==> src/rtl/button_pulse_gen.sv <==
// rtl/button_pulse_gen.sv - debounced push-button to single-cycle enable pulse, optional auto-repeat (AUTO_REPEAT_EN)
module button_pulse_gen #(
    parameter int DEBOUNCE_CYCLES = 16,
    parameter int REPEAT_DELAY    = 64,
    parameter int REPEAT_PERIOD   = 16
) (
    input  logic clk,
    input  logic rst,
    input  logic btn_in,
    output logic en_out,
    output logic btn_level,
    output logic busy
);

    typedef enum logic [1:0] {
        IDLE         = 2'd0,
        PRESS_WAIT   = 2'd1,
        HELD         = 2'd2,
        RELEASE_WAIT = 2'd3
    } state_t;

    localparam logic [15:0] DB_LAST = 16'(DEBOUNCE_CYCLES - 1);

    // Out-of-range parameters are rejected at elaboration time.
    if (DEBOUNCE_CYCLES < 2 || DEBOUNCE_CYCLES > 65535 ||
        REPEAT_DELAY < 2 || REPEAT_DELAY > 65535 ||
        REPEAT_PERIOD < 2 || REPEAT_PERIOD > 65535) begin : g_param_range
        $error("button_pulse_gen: parameter out of range 2..65535");
    end

    logic        sync_meta;
    logic        sync_q;
    state_t      state;
    state_t      state_next;
    logic [15:0] db_cnt;
    logic [15:0] db_cnt_next;
    logic        press_pulse;
    logic        en_next;

    // Two-flop synchronizer for the asynchronous button level.
    always_ff @(negedge clk) begin
        if (rst) begin
            sync_meta <= 1'b0;
            sync_q    <= 1'b0;
        end else begin
            sync_meta <= btn_in;
            sync_q    <= sync_meta;
        end
    end

    // FSM state, debounce counter and registered enable pulse.
    always_ff @(negedge clk) begin
        if (rst) begin
            state  <= IDLE;
            db_cnt <= 16'd0;
            en_out <= 1'b0;
        end else begin
            state  <= state_next;
            db_cnt <= db_cnt_next;
            en_out <= en_next;
        end
    end

    // Debounce qualification: next state, counter and press pulse request.
    always_comb begin
        state_next  = state;
        db_cnt_next = db_cnt;
        press_pulse = 1'b0;
        case (state)
            IDLE: begin
                db_cnt_next = 16'd0;
                if (sync_q) begin
                    state_next  = PRESS_WAIT;
                    db_cnt_next = 16'd1;
                end
            end
            PRESS_WAIT: begin
                if (!sync_q) begin
                    state_next  = IDLE;
                    db_cnt_next = 16'd0;
                end else if (db_cnt == DB_LAST) begin
                    state_next  = HELD;
                    db_cnt_next = 16'd0;
                    press_pulse = 1'b1;
                end else if (db_cnt != 16'hFFFF) begin
                    db_cnt_next = db_cnt + 16'd1;
                end
            end
            HELD: begin
                db_cnt_next = 16'd0;
                if (!sync_q) begin
                    state_next  = RELEASE_WAIT;
                    db_cnt_next = 16'd1;
                end
            end
            RELEASE_WAIT: begin
                if (sync_q) begin
                    // Release glitch: back to HELD without a new pulse.
                    state_next  = HELD;
                    db_cnt_next = 16'd0;
                end else if (db_cnt == DB_LAST) begin
                    state_next  = IDLE;
                    db_cnt_next = 16'd0;
                end else if (db_cnt != 16'hFFFF) begin
                    db_cnt_next = db_cnt + 16'd1;
                end
            end
            default: begin
                state_next  = IDLE;
                db_cnt_next = 16'd0;
            end
        endcase
    end

`ifdef AUTO_REPEAT_EN
    localparam logic [15:0] RD_LAST = 16'(REPEAT_DELAY - 1);
    localparam logic [15:0] RP_LAST = 16'(REPEAT_PERIOD - 1);

    logic [15:0] rpt_cnt;
    logic [15:0] rpt_cnt_next;
    logic        rpt_phase;
    logic        rpt_phase_next;
    logic        rpt_pulse;

    // Repeat counter and phase (0 = initial delay, 1 = periodic repeats).
    always_ff @(negedge clk) begin
        if (rst) begin
            rpt_cnt   <= 16'd0;
            rpt_phase <= 1'b0;
        end else begin
            rpt_cnt   <= rpt_cnt_next;
            rpt_phase <= rpt_phase_next;
        end
    end

    // Repeat timing: runs only while HELD persists, frozen during release qualification.
    always_comb begin
        rpt_cnt_next   = rpt_cnt;
        rpt_phase_next = rpt_phase;
        rpt_pulse      = 1'b0;
        if (press_pulse || state_next == IDLE) begin
            rpt_cnt_next   = 16'd0;
            rpt_phase_next = 1'b0;
        end else if (state == HELD && sync_q) begin
            if (!rpt_phase) begin
                if (rpt_cnt == RD_LAST) begin
                    rpt_pulse      = 1'b1;
                    rpt_cnt_next   = 16'd0;
                    rpt_phase_next = 1'b1;
                end else begin
                    rpt_cnt_next = rpt_cnt + 16'd1;
                end
            end else begin
                if (rpt_cnt == RP_LAST) begin
                    rpt_pulse    = 1'b1;
                    rpt_cnt_next = 16'd0;
                end else begin
                    rpt_cnt_next = rpt_cnt + 16'd1;
                end
            end
        end
    end

    assign en_next = press_pulse | rpt_pulse;
`else
    assign en_next = press_pulse;
`endif

    assign btn_level = (state == HELD) || (state == RELEASE_WAIT);
    assign busy      = (state == PRESS_WAIT) || (state == RELEASE_WAIT);

endmodule
==> config.mk <==
export PLATFORM = sky130hd
export DESIGN_NAME = button_pulse_gen
export DESIGN_NICKNAME = d
export VERILOG_FILES = /design/src/rtl/button_pulse_gen.sv
export SDC_FILE = /design/constraint.sdc
export NUM_CORES = 1
export LEC_CHECK = 0
export ABC_AREA = 1
export BUFFER_PORTS_ARGS = -buffer_cell sky130_fd_sc_hd__buf_2
export CAP_MARGIN = 10
export CORE_MARGIN = 2
export CORE_UTILIZATION = 53
export DETAILED_ROUTE_END_ITERATION = 10
export HOLD_SLACK_MARGIN = 0.06
export PLACE_DENSITY = 0.73
export REMOVE_ABC_BUFFERS = 1
export SYNTH_ARGS = -nofsm -noshare
export SYNTH_HDL_FRONTEND = slang
export SYNTH_SLANG_ARGS = --single-unit
==> constraint.sdc <==
create_clock -name clk -period 1.35 [get_ports clk]
set_clock_uncertainty 0.1 [all_clocks]
set_input_delay 0.2025 -clock clk [delete_from_list [all_inputs] [get_ports clk]]
set_output_delay 0.2025 -clock clk [all_outputs]
set_load 0.005 [all_outputs]
# Word-level counts from Yosys, hierarchy flattened
# Index checks and enable logic that the tools add are counted.
# totals
in_bits,3
wordCells,37
mem_bits_rw,0
mem_count,0
regBits,21
out_inout_bits,3
romBits,0
latchBits,0
# classes
addsub,1
n_lt_le_gt_ge,0
reduce_logical,5
eq_ne,9
div,0
n_mul,0
shifts,0
bitwise_logic,2
muxes,15
# op_table
operator,count
two-way mux 16 bit,4
case mux 16 bit (4 select lines),1
"adder 16 x 1 -> 16 bit, second input constant",1
"== test 16 x 4 -> 1 bit, second input constant",1
"!= test 16 bit, second input constant",1
two-way mux 2 bit,6
case mux 2 bit (4 select lines),1
"!= test 3 bit, second input constant",2
"== test 2 bit, second input constant",2
"!= test 2 bit, second input constant",2
AND reduction 4 bit,1
two-way mux 1 bit,3
OR reduction 3 bit,1
"== test 2 x 1 -> 1 bit, second input constant",1
zero test 2 bit,1
logical OR 1 bit,2
NOT 1 bit,2

# Logic depth before layout (Yosys ltp)
# depth
word_depth,5
depth_mapped,10
ltp_nobuf,10

==> metrics.md <==
| Metric | Value |
|---|---|
| Root Buffer Master | `clkbuf_4` |
| Max Cap Viol | `0` |
| Critical Path RT | `around 1.1 ns` |
| DRC viols | `0` |
| Arr. time, crit path | `1.50 ns` |
| H-tree depth | `1` |
| Synth top area cells | `dfxtp_1, nand2_1, nor2_1` |
| Critical path's top delay family | `flip-flops` |
| Latest clock arrival within the worst-skew pair | `~0.44 ns` |
| Clock-pin slew on the worst setup and hold paths | `~0.040 ns` |
| Fin util | `a little over nine tenths` |
| Die footprint | `2570 sq um` |
| Clock share of power | `between 40% and 50%` |
| Vias in the first global route | `about 1.3k` |
| Starting density of the core | `between 50% and 60%` |
| # fillers | `63` |
| HPWL after DPL | `approximately 2000 um` |
| Syn Area/Cell | `~6.3 sq um` |
| Critical Path Max Stage Delay | `0.31 ns` |
| ANT cells | `0` |
| Flop2flop setup slack | `-0.26 ns` |
| Synthesized area | `about 1200 sq um` |
| Syn Inst Count | `about 180` |
| Initial DRC count | `roughly 150` |
| Asr flop ratio synth | `0%` |
| Internal power | `833 uW` |
| Share of the synthesized area in the top cell type | `a little over a third` |
| Setup violations, final | `21` |
| CTS buffer count | `3` |
| Drt wl/cell | `19.6 um` |
| Violated checks | `setup timing` |
| Area grow syn2layout | `64.4%` |
| Kind of critical path | `flop to primary output` |
| Psw | `486 uW` |
| Port bufs | `5` |
| Initial antenna violation count | `0` |
| # hold bufs at CTS | `0` |
| Layout cells sized above 1 | `around 43%` |
| YS warnings | `0` |
| Combinational share of power | `4.1%` |
| WP depth | `1` |
| First-pass GRT wire length | `~5600 um` |
| R2R cell count | `8` |
| Reg-to-Reg Start | `db_cnt[5]` |
| Post-layout nets | `approximately 250` |
| Critical Path Start Type | `flop` |
| Final Power | `~1.3 mW` |
| Clock Path Buffers | `2` |
| Worst setup path startpoint | `en_out` |
| GR Overflow Total | `0` |
| Seq cells post-synth | `21` |
| Post-DR vias/cell | `between 6 and 7` |
| GP Congestion | `~0.85` |
| Status | `complete, but fails checks` |
| Worst setup EP type | `primary output` |
| Ports | `6` |
| Post-synth top area cell | `dfxtp_1` |
| Drt pass-1 iters | `6` |
| Distinct cell type count after synthesis | `24` |
| Ys flop type | `dfxtp_1` |
| Slew @ Worst Pin | `0.328 ns` |
| CP Cell Sequence | `buf_2` |
| Area taken by multi-input logic gates | `918 sq um` |
| Sequential share of the synthesized area | `between 30 and 40%` |
| Reg2Reg Capture Point | `db_cnt[0]` |
| Core Region | `about 2000 sq um` |
| CP max stage cell | `dfxtp_1` |
| Net Sw Frac | `36.8%` |
| FF/Latch Area | `444 sq um` |
| Worst IR drop on VDD | `roughly 0.72 mV` |
| Post-synth EDFFs | `0` |
| Most frequent cell after synthesis | `nand2_1` |
| DRT Wirelength | `5240 um` |
| Final WS setup | `-0.452 ns` |
| Synth cell count leaders | `nand2_1, nor2_1, inv_1` |
| Sequential power share | `47.6%` |
| CTS tree | `yes` |
| Leak | `0.937 nW` |
| Pwr dens | `~700 nW/um^2` |
| Gr usage total | `roughly 29%` |
| Final hold violation count | `0` |
| Unrepaired setup endpoints after global routing | `yes` |
| Row count | `16` |
| Routed vias | `between 1.5k and 2k` |
| Die Ht | `~51 um` |
| Post-route ant nets | `0` |
| Bufs and invs on worst path | `1` |
| Worst setup endpoint | `en_out` |
| DIE WIDTH | `between 50 and 60 um` |
| Worst hold path type | `flop to flop` |
| Hold_ws | `0.336 ns` |
| Largest net degree at the start of global routing | `12` |
| CP max FO | `1` |
| Fin. max-slew vios | `0` |
| CTS Sinks | `21` |
| Slew margin rel. | `roughly 78%` |
worst min-delay path, cell delays in order (launching register included):
cell     delay, ns
dfxtp_1       0.29
inv_1         0.06
nor2_1        0.04
worst min path at each step:
stage,cells after the start,from,to
detailed placement,2,sync_meta,sync_q
global placement,2,sync_meta,sync_q
finish,2,sync_meta,sync_q
global route,2,sync_meta,sync_q
CTS,2,sync_meta,sync_q
floorplan,2,sync_meta,sync_q
cells in the final DEF, fill, tap and decap left out, types with 2 or more instances in the layout:
cell type / n
inv_1: 48
nand2_1: 36
nor2_1: 22
buf_4: 21
dfxtp_2: 10
nand3_1: 8
dfxtp_1: 8
nor2_4: 7
a21oi_2: 7
nand2_4: 7
nand3_2: 7
buf_6: 7
nor2_2: 6
buf_2: 5
nand4_1: 4
nand2_2: 4
nand3_4: 3
clkbuf_4: 3
dfxtp_4: 3
a21oi_4: 2
inv_2: 2
nor3_1: 2
o21ai_1: 2
xnor2_1: 2
sequential cells by signal, indices dropped and copies added (netlist names), named ones only:
name and cells:
db_cnt 16, en_out 1, state 1, sync_meta 1
sync_q 1
power groups by stage:
stage | Clock, mW | Sequential [mW] | Combinational, mW
6_report | 0.637 | 0.628 | 0.0540
5_1_grt | 0.686 | 0.628 | 0.0578
4_1_cts | 0.575 | 0.631 | 0.0421
3_5_place_dp | 0.0997 | 0.643 | 0.0368
3_3_place_gp | 0.0997 | 0.643 | 0.0350
2_1_floorplan | 0.0997 | 0.644 | 0.0168
cell type report:
type / instances / share of cell area (%)
clock buffer: 3 / 1.19
clock inverter: 22 / 4.35
inverter: 29 / 6.00
multi-input combinational: 131 / 48.4
sequential: 21 / 23.4
tap: 27 / 1.78
timing repair buffer: 34 / 14.8
stage by stage:
stage	setup TNS, ns	cell area [sq um]	cells	setup slack [ns]
5_1_grt	-6.44	1900	267	-0.463
2_1_floorplan	-0.993	1130	180	-0.110
3_3_place_gp	-3.79	1360	234	-0.256
6_report	-4.79	1900	267	-0.452
3_5_place_dp	-4.25	1360	234	-0.281
4_1_cts	-1.72	1700	263	-0.448
routing by layer:
layer,up-vias,wire length [um],GRT usage (%)
li1,686,-,-
met1,706,1810,35.0
met2,168,2280,47.1
met3,57,721,8.63
met4,0,425,10.8
met5,-,0,0
kinds of logic after synthesis:
logic type	after synthesis	synth area share, %
AND/OR/NAND/NOR	110	41.1
buffers and inverters	33	11.5
flip-flops	21	36.4
AO/OA/AOI/OAI	13	6.07
XOR/XNOR	5	3.80
adder cells (fa/ha/maj)	1	1.08
what timing repair did:
action | in CTS | in global routing
pin swaps | 19 | 23
gates resized for setup | 56 | 40
setup endpoints to repair | 21 | 21
endpoints found under the hold margin | 0 | 0
buffers inserted | 3 | 5
cloned | 2 | 0
Note: power is estimated with default switching activity, not from simulation.
